--- config.mk ---
export PLATFORM = sky130hd
export DESIGN_NAME = rca_pipe_acc
export DESIGN_NICKNAME = d
export VERILOG_FILES = /design/src/rtl/rca_pkg.sv /design/src/rtl/rca_slice.sv /design/src/rtl/rca_pipe_acc.sv
export SDC_FILE = /design/constraint.sdc
export NUM_CORES = 1
export LEC_CHECK = 0
export CORE_UTILIZATION = 54
export CTS_BUF_LIST = sky130_fd_sc_hd__clkbuf_16
export DETAILED_ROUTE_END_ITERATION = 8
export PLACE_DENSITY = 0.79
export SLEW_MARGIN = 20
export SYNTH_ARGS = -nofsm -noshare
export SYNTH_HDL_FRONTEND = slang
export SYNTH_SLANG_ARGS = --single-unit
export TNS_END_PERCENT = 30
--- constraint.sdc ---
create_clock -name clk -period 3.1 [get_ports clk]
set_input_delay 0.62 -clock clk [delete_from_list [all_inputs] [get_ports clk]]
set_output_delay 0.62 -clock clk [all_outputs]
set_load 0.03 [all_outputs]
--- src/rtl/rca_pkg.sv ---
// Shared definitions for the pipelined ripple-carry adder/accumulator:
// mode encoding, default geometry and the skew-storage offset helpers.
package rca_pkg;

    typedef enum logic [1:0] {
        RCA_ADD  = 2'd0,
        RCA_SUB  = 2'd1,
        RCA_ACC  = 2'd2,
        RCA_LOAD = 2'd3
    } rca_mode_e;

    localparam int RCA_WIDTH  = 32;
    localparam int RCA_CHUNK  = 4;
    localparam int RCA_STAGES = 4;
    localparam int RCA_GUARD  = 8;

    // Stage k keeps only the operand bits not yet added (width - k*seg), so the
    // per-stage operand slices are packed back to back in one flat vector.
    function automatic int rca_op_off(input int width, input int seg, input int k);
        return k * width - seg * k * (k - 1) / 2;
    endfunction

    // Stage k (k >= 1) holds k*seg finished sum bits; offset into the flat vector.
    function automatic int rca_sd_off(input int seg, input int k);
        return seg * k * (k - 1) / 2;
    endfunction

endpackage

--- src/rtl/rca_slice.sv ---
// Combinational W-bit ripple-carry adder slice; chained to form each
// pipeline segment.
module rca_slice #(
    parameter int W = 4
) (
    input  logic [W-1:0] a,
    input  logic [W-1:0] b,
    input  logic         cin,
    output logic [W-1:0] sum,
    output logic         cout
);

    logic carry;

    always_comb begin
        sum   = '0;
        carry = cin;
        for (int i = 0; i < W; i++) begin
            sum[i] = a[i] ^ b[i] ^ carry;
            carry  = (a[i] & b[i]) | (carry & (a[i] ^ b[i]));
        end
        cout = carry;
    end

endmodule

--- src/rtl/rca_pipe_acc.sv ---
// Pipelined WIDTH-bit ripple-carry adder with subtract, accumulate and load
// modes; valid/ready on both sides, one global stall, result widened by GUARD.
module rca_pipe_acc
    import rca_pkg::*;
#(
    parameter int WIDTH  = RCA_WIDTH,
    parameter int CHUNK  = RCA_CHUNK,
    parameter int STAGES = RCA_STAGES,
    parameter int GUARD  = RCA_GUARD
) (
    input  logic                   clk,
    input  logic                   rst_n,
    input  logic                   in_valid,
    output logic                   in_ready,
    input  logic [WIDTH-1:0]       a,
    input  logic [WIDTH-1:0]       b,
    input  logic                   cin,
    input  logic [1:0]             mode,
    output logic                   out_valid,
    input  logic                   out_ready,
    output logic [WIDTH+GUARD-1:0] sum,
    output logic                   cout,
    output logic                   overflow
);

    localparam int R   = WIDTH + GUARD;
    localparam int SEG = WIDTH / STAGES;
    localparam int NSL = SEG / CHUNK;
    localparam int OPW = rca_op_off(WIDTH, SEG, STAGES);
    localparam int SDW = rca_sd_off(SEG, STAGES + 1);
    localparam int SDF = rca_sd_off(SEG, STAGES);

    if ((WIDTH % (CHUNK * STAGES)) != 0) begin : g_chk_width
        $error("rca_pipe_acc: WIDTH must be a multiple of CHUNK*STAGES");
    end
    if (GUARD < 1) begin : g_chk_guard
        $error("rca_pipe_acc: GUARD must be at least 1");
    end

    logic stall;
    logic is_sub;

    logic [STAGES:0]       vld_pipe_q, vld_pipe_d;
    logic [STAGES:0]       cy_q, cy_d;
    logic [STAGES:0][1:0]  mode_q, mode_d;
    logic [OPW-1:0]        opa_q, opa_d;
    logic [OPW-1:0]        opb_q, opb_d;
    logic [SDW-1:0]        sd_q, sd_d;

    logic                  out_valid_q, out_valid_d;
    logic [R-1:0]          sum_q, sum_d;
    logic                  cout_q, cout_d;
    logic                  ovf_q, ovf_d;
    logic [R-1:0]          acc_q, acc_d;

    logic [WIDTH-1:0]      fin_t;
    logic                  fin_c;
    logic [R-1:0]          ext;
    logic [R:0]            acc_sum;

    // One stall freezes every register, so beats never reorder or collide.
    assign stall    = out_valid_q && !out_ready;
    assign in_ready = !stall;

    // Subtract folds into the adder as a + ~b + 1 at capture time.
    assign is_sub              = (rca_mode_e'(mode) == RCA_SUB);
    assign vld_pipe_d[0]       = in_valid;
    assign cy_d[0]             = is_sub ? 1'b1 : cin;
    assign mode_d[0]           = mode;
    assign opa_d[WIDTH-1:0]    = a;
    assign opb_d[WIDTH-1:0]    = is_sub ? ~b : b;

    for (genvar k = 0; k < STAGES; k++) begin : g_stage
        localparam int OW = WIDTH - k * SEG;
        localparam int OO = rca_op_off(WIDTH, SEG, k);

        logic [OW-1:0]  sa, sb;
        logic [SEG-1:0] ss;

        assign sa = opa_q[OO +: OW];
        assign sb = opb_q[OO +: OW];

        for (genvar j = 0; j < NSL; j++) begin : g_slice
            logic ci, co;
            if (j == 0) begin : g_c0
                assign ci = cy_q[k];
            end else begin : g_cn
                assign ci = g_slice[j-1].co;
            end
            rca_slice #(.W(CHUNK)) u_slice (
                .a   (sa[j*CHUNK +: CHUNK]),
                .b   (sb[j*CHUNK +: CHUNK]),
                .cin (ci),
                .sum (ss[j*CHUNK +: CHUNK]),
                .cout(co)
            );
        end

        assign vld_pipe_d[k+1] = vld_pipe_q[k];
        assign cy_d[k+1]       = g_slice[NSL-1].co;
        assign mode_d[k+1]     = mode_q[k];

        if (k < STAGES - 1) begin : g_skew
            localparam int ON = rca_op_off(WIDTH, SEG, k + 1);
            assign opa_d[ON +: OW-SEG] = sa[OW-1:SEG];
            assign opb_d[ON +: OW-SEG] = sb[OW-1:SEG];
        end

        if (k == 0) begin : g_sd_first
            assign sd_d[SEG-1:0] = ss;
        end else begin : g_sd_rest
            assign sd_d[rca_sd_off(SEG, k + 1) +: (k + 1) * SEG] =
                {ss, sd_q[rca_sd_off(SEG, k) +: k * SEG]};
        end
    end

    assign fin_t = sd_q[SDF +: WIDTH];
    assign fin_c = cy_q[STAGES];

    // Output register doubles as the accumulator stage, so back-to-back ACC
    // beats see the freshly updated acc without any hazard logic.
    always_comb begin
        ext         = R'({fin_c, fin_t});
        acc_sum     = {1'b0, acc_q} + {1'b0, ext};
        out_valid_d = vld_pipe_q[STAGES];
        sum_d       = sum_q;
        cout_d      = cout_q;
        ovf_d       = ovf_q;
        acc_d       = acc_q;
        if (vld_pipe_q[STAGES]) begin
            cout_d = fin_c;
            case (rca_mode_e'(mode_q[STAGES]))
                RCA_ADD:  sum_d = ext;
                RCA_SUB:  sum_d = {{GUARD{~fin_c}}, fin_t};
                RCA_LOAD: begin
                    acc_d = ext;
                    ovf_d = 1'b0;
                    sum_d = ext;
                end
                RCA_ACC: begin
                    acc_d = acc_sum[R-1:0];
                    ovf_d = ovf_q | acc_sum[R];
                    sum_d = acc_sum[R-1:0];
                end
                default: sum_d = ext;
            endcase
        end
    end

    always_ff @(posedge clk or negedge rst_n) begin
        if (!rst_n) begin
            vld_pipe_q  <= '0;
            cy_q        <= '0;
            mode_q      <= '0;
            opa_q       <= '0;
            opb_q       <= '0;
            sd_q        <= '0;
            out_valid_q <= 1'b0;
            sum_q       <= '0;
            cout_q      <= 1'b0;
            ovf_q       <= 1'b0;
            acc_q       <= '0;
        end else if (!stall) begin
            vld_pipe_q  <= vld_pipe_d;
            cy_q        <= cy_d;
            mode_q      <= mode_d;
            opa_q       <= opa_d;
            opb_q       <= opb_d;
            sd_q        <= sd_d;
            out_valid_q <= out_valid_d;
            sum_q       <= sum_d;
            cout_q      <= cout_d;
            ovf_q       <= ovf_d;
            acc_q       <= acc_d;
        end
    end

    assign out_valid = out_valid_q;
    assign sum       = sum_q;
    assign cout      = cout_q;
    assign overflow  = ovf_q;

endmodule

---- Word-level counts from Yosys, hierarchy flattened ----
Cells that the tools add are included.
word-level totals
  bits in registers ....................... 343
cells by class
  $add $sub $neg .......................... 1
  equality and inequality tests ........... 4
  muxes and demuxes ....................... 5
  bitwise operators ....................... 164
  reduce and logical (&&, ||, !) cells .... 8
operators by type and width
  cell                                                 number
  case mux 40 bit (3 select lines)                     1
  case mux 40 bit (2 select lines)                     1
  bitwise AND 1 bit                                    64
  XOR 1 bit                                            64
  adder 40 x 33 -> 41 bit                              1
  OR 1 bit                                             33
  two-way mux 32 bit                                   1
  NOT 32 bit                                           1
  equality test 2 x 1 -> 1 bit, second input constant  2
  equality test 2 bit, second input constant           2
  AND reduction 3 bit                                  1
  zero test 1 bit                                      2
  zero test 2 bit                                      1
  NOT 1 bit                                            2
  case mux 1 bit (2 select lines)                      1
  AND reduction 2 bit                                  1
  nonzero test 2 bit                                   1
  OR reduction 2 bit                                   1
  logical AND 1 bit                                    1
  two-way mux 1 bit                                    1

---- Depth between registers and ports, before layout ----
  word-level depth ........................ 17
  depth in mapped cells ................... 16
  mapped depth without buffers ............ 16

---- Cells and area by module ----
From an unflattened synthesis, not the netlist that was laid out.
unflattened totals
  cell total of the unflattened synthesis .. 1942
  area, all modules ....................... 16774.8 um^2
by module, submodules not included
  module        times used  cells an instance  area each (um^2)  sequential area each (um^2)
  rca_pipe_acc  1           1830               15833.9           8583.2
  rca_slice     8           14                 117.6             0.0

---- Worst setup path before layout ----
No wires, ideal clock.
  path kind ............................... register -> register
  start ................................... reg cy_q[1]
  end ..................................... reg sd_q[23]
  library setup time ...................... 0.078 ns
  arrival time ............................ 3.151 ns
  required time ........................... 3.022 ns
  slack ................................... -0.129 ns
  cell stages (with the launch flop) ...... 17
  buffers on the path ..................... 0
  period minus slack after synthesis ...... 3.229 ns
  path through ............................ dfrtp_1 -> fa_1 -> inv_1 -> fa_1 -> inv_1 -> fa_1 -> inv_1 -> fa_1 -> inv_1 -> fa_1 -> inv_1 -> fa_1 -> inv_1 -> fa_1 -> inv_1 -> fa_1 -> a21oi_1
on the way
  longest elaborated chain between the ends .. 15
ends and longest elaborated chain
  what                    line                 text
  from (decl)             rca_pipe_acc.sv:44   logic [STAGES:0] cy_q, cy_d;
  from (signal assigned)  rca_pipe_acc.sv:165  cy_q <= cy_d;
  bitwise AND 1 bit       rca_slice.sv:20      carry = (a[i] & b[i]) | (carry & (a[i] ^ b[i]));
  OR 1 bit                rca_slice.sv:20
  bitwise AND 1 bit       rca_slice.sv:20
  OR 1 bit                rca_slice.sv:20
  bitwise AND 1 bit       rca_slice.sv:20
  OR 1 bit                rca_slice.sv:20
  bitwise AND 1 bit       rca_slice.sv:20
  OR 1 bit                rca_slice.sv:20
  bitwise AND 1 bit       rca_slice.sv:20
  OR 1 bit                rca_slice.sv:20
  bitwise AND 1 bit       rca_slice.sv:20
  OR 1 bit                rca_slice.sv:20
  bitwise AND 1 bit       rca_slice.sv:20
  OR 1 bit                rca_slice.sv:20
  XOR 1 bit               rca_slice.sv:19      sum[i] = a[i] ^ b[i] ^ carry;
  to (signal assigned)    rca_pipe_acc.sv:157  sd_q <= '0;
  to (signal assigned)    rca_pipe_acc.sv:169  sd_q <= sd_d;
  to (decl)               rca_pipe_acc.sv:48   logic [SDW-1:0] sd_q, sd_d;
No other way between the ends.
A chain may end at the register's enable or synchronous reset.

---- Worst setup path in the final report ----
  start ................................... reg opa_q[32]
  end ..................................... reg sd_q[23]
on the way
  longest elaborated chain between the ends .. 16
ends and longest elaborated chain
  what                    line                 text
  from (decl)             rca_pipe_acc.sv:46   logic [OPW-1:0] opa_q, opa_d;
  from (signal assigned)  rca_pipe_acc.sv:167  opa_q <= opa_d;
  XOR 1 bit               rca_slice.sv:20
  bitwise AND 1 bit       rca_slice.sv:20
  OR 1 bit *              rca_slice.sv:20
  bitwise AND 1 bit *     rca_slice.sv:20
  OR 1 bit *              rca_slice.sv:20
  bitwise AND 1 bit *     rca_slice.sv:20
  OR 1 bit *              rca_slice.sv:20
  bitwise AND 1 bit *     rca_slice.sv:20
  OR 1 bit *              rca_slice.sv:20
  bitwise AND 1 bit *     rca_slice.sv:20
  OR 1 bit *              rca_slice.sv:20
  bitwise AND 1 bit *     rca_slice.sv:20
  OR 1 bit *              rca_slice.sv:20
  bitwise AND 1 bit *     rca_slice.sv:20
  OR 1 bit *              rca_slice.sv:20
  XOR 1 bit *             rca_slice.sv:19
Mark *: on every way between the ends. The rest lies on a longest branch, timed or not.

==> reports/results.txt <==
row count = 63
switching power as a share of total power = 40.77%
number of buffers created by CTS = 36
nets in the synthesized netlist = 1,594
Critical Path Fanout Max = 2
effective utilization at floorplan = 55.06%
Max clock buf depth = 3
part of the Yosys area used for sequential elements = 52.31%
Total Nets Final = 1,707
synthesis-to-layout area growth = 18.45%
Most used DFF post-synth = dfrtp_1
number of flip-flops and latches in the synthesized netlist = 343
Vias per Instance = 5.584
Max-Cap Viols = 0
DRC marker count from the first detailed-route iteration = 551
Final Hold Fails = 0
worst slew margin relative to its limit = 50.31%
most common cell after layout, fill and taps aside = dfrtp_1
combinational share of power = 51.1%
detailed-route wire length per cell = 17.47 µm
data required time at the worst endpoint = 3540 ps
total of fill cells in the finished design = 2,200
routability cong. = 0.9132
vias in the first global route = 11,340
clk root buf = clkbuf_16
TritonCTS clock tree = built
actual slew at the worst max-slew pin = 745.3 ps
setup slack, reg-to-reg = -280 ps
number of enable-type register cells in the synthesized netlist = 0
Core Footprint = 0.02980 mm²
number of antenna violations at the first check in global routing = 0
Total GRT Usage = 23.52%
startpoint class of the critical path = flip-flop
Tmin final = 3378 ps
placed wire-length estimate after detailed placement = 23.60 mm
share of synthesized flip-flops with an asynchronous set or reset = 100.0%
sequential power share = 32.9%
internal portion of total power = 0.01439 W
per-instance average area after synthesis = 11.28 µm²
total power after layout = 0.02429 W
number of clock sinks = 343
worst reg2reg path startpoint = opa_q[32]
Synth Warn # = 0
setup repair after global routing missed its margin = true
violated checks = setup timing
setup violation total in the final timing report = 6
timing-limited maximum frequency = 296.0 MHz
sort of element at the end of the critical path = flip-flop
most frequent cells in the layout = dfrtp_1 (343), mux2_2 (174), nor2_1 (145)
total power density per cell area = 1250 mW/mm²
worst reg-to-reg path cell count = 16
ratio of cells with drive above 1 in the final layout = 22.96%
critical path start-end classification = flip-flop to flip-flop
period utilization = 109.0%
final setup slack of the worst path = -277.9 ps
PortBufs = 114
wire length of the first global-routing pass = 58.36 mm
Hold Buf Count CTS = 0
leak pwr = 8.455 nW
final slew viol count = 0
switching power summed over all nets = 0.009901 W
total number of vias = 11,080
Mapped Cells = 1,454
residual antenna-violating net count after detailed routing = 0
H-Tree Depth = 2
pre-CTS setup slack = -338.5 ps
total global routing overflow = 0
DRC errors left = 0
Total Routed Length = 34.66 mm
count of unique library cells instantiated by Yosys = 63
clock share of power = 16.0%
HP Class = primary input to asynchronous set/reset pin
endpoint of the most critical register-to-register path = sd_q[23]
first drt pass iteration count = 5
status = complete, but fails checks
diodes inserted = 0
floorplan die area = 0.03109 mm²
pin count of the biggest net entering global routing = 127
die boundary width = 176.3 µm
clock-pin transition on the worst setup and hold timing paths = 60 ps
Max IR drop VDD = 0.5463 mV
setup skew after layout = 15.10 ps
insertion delay to the later sink of the worst-skew pair = 510 ps
IO Pins = 115
synthesized area = 0.01641 mm²
arrival time at the worst endpoint = 3820 ps
overall die height = 176.3 µm
## power groups by stage
| stage | sequential, W | combinational (W) | clock, W |
|---|---|---|---|
| detailed placement | 0.00798 | 0.0118 | 0 |
| floorplan | 0.00805 | 0.00809 | 0 |
| global route | 0.00824 | 0.0138 | 0.00416 |
| global placement | 0.00785 | 0.0115 | 0 |
| CTS | 0.00795 | 0.0121 | 0.00398 |
| finish | 0.00799 | 0.0124 | 0.00389 |
## cell usage after synthesis (all sizes together) (3+ instances only)
master / count / area share [%]
a211oi: 7 / 0.38
a21o: 20 / 0.92
a21oi: 119 / 3.7
a221oi: 28 / 1.5
a22o: 3 / 0.16
a31oi: 3 / 0.30
and3: 11 / 0.42
buf: 8 / 0.18
clkbuf: 80 / 1.8
dfrtp: 343 / 52
fa: 33 / 4.0
ha: 36 / 2.7
inv: 72 / 1.6
mux2: 177 / 12
mux2i: 28 / 1.7
nand2: 103 / 2.4
nand3: 10 / 0.31
nand4: 8 / 0.31
nor2: 146 / 3.3
nor2b: 5 / 0.19
nor3: 9 / 0.31
o211ai: 7 / 0.38
o21a: 4 / 0.18
o21ai: 79 / 2.4
o21bai: 6 / 0.37
o22ai: 7 / 0.27
o31a: 4 / 0.21
xnor2: 54 / 2.9
xor2: 12 / 0.64
## layout make-up
| type | instances | area (µm²) | share of cell area (%) |
|---|---|---|---|
| Clock inverter | 29 | 161.4 | 0.8305 |
| Clock buffer | 36 | 900.9 | 4.636 |
| Tap cell | 390 | 488.0 | 2.511 |
| Multi-Input combinational cell | 951 | 7443 | 38.30 |
| Sequential cell | 343 | 8583 | 44.17 |
| Inverter | 72 | 270.3 | 1.391 |
| Timing Repair Buffer | 163 | 1587 | 8.164 |
## sequential cells by signal (all words and copies together), names as in the netlist
name	count
mode_q	2
sum	40
mode_d	8
out_valid	1
opb_q	80
cy_q	5
cout	1
vld_pipe_q	5
overflow	1
opa_q	80
sd_q	80
acc_q	40
## timing repair
item / in CTS / in global routing
gates resized for setup: 40 / 33
buffers inserted: 1 / 3
pin swaps: 12 / 18
endpoints found under the setup margin: 12 / 36
## per-stage QoR
step	hold WS, ps	setup TNS (ps)	instances	area [µm²]	util [%]
finish	70.23	-887.7	1984	19430	65.22
floorplan	324.4	-422.5	1454	16420	-
global placement	460.4	-817.0	1915	18160	60.95
global route	122.8	-2047	1984	19430	65.22
detailed placement	466.1	-1619	1915	18160	60.95
CTS	103.5	-1159	1981	19290	64.75
## critical path: stages (launching register included)
cell and delay (ps):
dfrtp_1 400, fa_2 390, inv_2 70, fa_2 180, inv_2 40, fa_2 330, inv_2 70, fa_2 200
inv_2 40, fa_2 330, inv_2 60, fa_2 190, inv_2 40, fa_2 330, inv_2 60, fa_2 440
a21oi_2 160
## kinds of logic (layout without fill, tap and decap cells)
group	Yosys count	count (layout)	synth area share, %
adder cells (fa/ha/maj)	69	69	6.772
AND/OR/NAND/NOR	306	306	7.885
XOR/XNOR	66	66	3.523
multiplexers	205	205	13.86
AO/OA/AOI/OAI	305	305	11.99
buffers and inverters	160	300	3.661
flip-flops	343	343	52.31
## routing by layer
layer	track usage [%]	routed length, µm
met5	0	0
met4	7.464	748
met3	3.122	1417
met2	37.06	16140
met1	33.92	16350
## worst max path at each step
stage | slack (ps) | endpoint | cells after the start | start
6_report | -280 | sd_q[23] | 16 | opa_q[32]
5_1_grt | -390 | sd_q[23] | 16 | opa_q[32]
4_1_cts | -270 | sd_q[23] | 16 | cy_q[1]
3_5_place_dp | -340 | sd_q[23] | 16 | opa_q[32]
3_3_place_gp | -240 | sd_q[7] | 16 | opa_q[0]
2_1_floorplan | -110 | sd_q[23] | 16 | opa_q[32]
No activity file was read; power rests on OpenSTA's default activity.
==> RTL edit, RTL diff (same settings) <==
Change the package constant `RCA_WIDTH` from 32 to 64.
--- a/src/rtl/rca_pkg.sv
+++ b/src/rtl/rca_pkg.sv
@@ -9,7 +9,7 @@
         RCA_LOAD = 2'd3
     } rca_mode_e;
 
-    localparam int RCA_WIDTH  = 32;
+    localparam int RCA_WIDTH  = 64;
     localparam int RCA_CHUNK  = 4;
     localparam int RCA_STAGES = 4;
     localparam int RCA_GUARD  = 8;
Ports: changed (resized a, b and sum); port bits go from 115 to 211. No check against the original RTL was run, so the function may have changed too.
==> RTL edit against the unedited design <==
The flow still finishes with violations (setup timing). First-iteration DRC count grew to 3.4 times the old value. Synthesized cell count grew 93%. Total power grew 120%. Routed wire length grew 140%. Clock skew grew 0.0079 ns. Area after synthesis grew 90%. Sequential cell count grew 304. Maximum frequency shrank 44%. Highest routed layer unchanged. Core utilization grew 4.0 points. Design area grew 100%. Critical path type unchanged. Count of clock-buffer cells in the layout grew 32. Worst hold slack gained 0.41 ns. Setup slack lost 2.7 ns.
==> RTL edit: results (changes against the unedited design) <==
initial drt markers 1,876 (+240%); Switch Pwr 22.3 mW (+130%); R2R cell count 32 (+16); Setup Viol. Count Final 85 (+79); first-pass GRT wire length 132 mm (+130%); dpl cells 3,915 (+100%); Synth cell types 68 (+7.9%); initial antenna violation count 2 (+2); final cell count without fillers 4,041 (+100%); met1 WL 37.5 mm (+130%); DR vias/cell 5.71 (+2.4%); worst hold-check path type register to register; met1 Use GR 40.8% (+6.8 points); worst vdd ir 0.00101 V (+85%); pin count of the biggest net entering global routing 123 (-3.1%); routing usage on met2 45.0% (+7.9 points); final WL 83.0 mm (+140%); H-tree levels 3 (+1); cts bufs inserted 66 (+83%); syn_nets 3,075 (+93%); status finished with violations; failing checks setup timing; dpl cell area 36,200 sq um (+100%); DR WL met3 4.51 mm (+220%); Setup WS post-layout -2.94 ns (-2.66 ns); post-synthesis cell count 2,807 (+93%); gpl congestion 0.941 (+3.0%)
==> RTL edit: worst min path at each step <==
stage / start / endpoint
2_1_floorplan: rst_n / acc_q[0]
3_5_place_dp: opa_q[95] / opa_q[127]
6_report: sum[26] / sum[26]
4_1_cts: rst_n / opa_q[70]
3_3_place_gp: opb_q[139] / opb_q[155]
5_1_grt: acc_q[12] / acc_q[12]
==> RTL edit: cells by family after synthesis <==
logic type                 Yosys count  synth area share, %
DFF                                647                 52.1
AOI/OAI and AO/OA                  609                 11.6
and+or+nand+nor                    592                 8.24
muxes                              385                 13.8
buffers and inverters              311                 3.79
adders and majority gates          133                 6.92
xor gates and xnor gates           130                 3.66
==> RTL edit: area by class of cell <==
| type | instances | area, sq um |
|---|---|---|
| clock buffers | 68 | 1700 |
| flip-flops and latches | 647 | 16200 |
| well taps | 756 | 946 |
| inverters | 148 | 556 |
| multi-input cells | 1849 | 14700 |
| clock inverters | 49 | 420 |
| repair buffers | 524 | 4700 |
| fillers | 3935 | 17400 |
==> RTL edit: worst max-delay path, delay by kind of cell, from the launching register on <==
kind                     cells  cell delay (ns)
AO/OA/AOI/OAI                1             0.14
flip-flops                   1             0.41
buffers and inverters       15             0.83
adder cells (fa/ha/maj)     16             4.57
==> RTL edit: power by group through the flow <==
stage / sequential (mW) / clock, mW / combinational, mW
2_1_floorplan: 15.1 / 0 / 16.0
3_3_place_gp: 14.9 / 0 / 26.5
3_5_place_dp: 15.2 / 0 / 27.4
4_1_cts: 15.1 / 7.98 / 29.1
5_1_grt: 15.6 / 8.30 / 32.8
6_report: 15.3 / 7.88 / 30.3
==> RTL edit: timing repair <==
action                     in CTS  in global routing
setup endpoints to repair     122                128
pin swaps                      15                 31
setup buffers                   3                  5
hold buffers                    1                  0
resized for setup             110                 68
hold endpoints to repair       29                  0
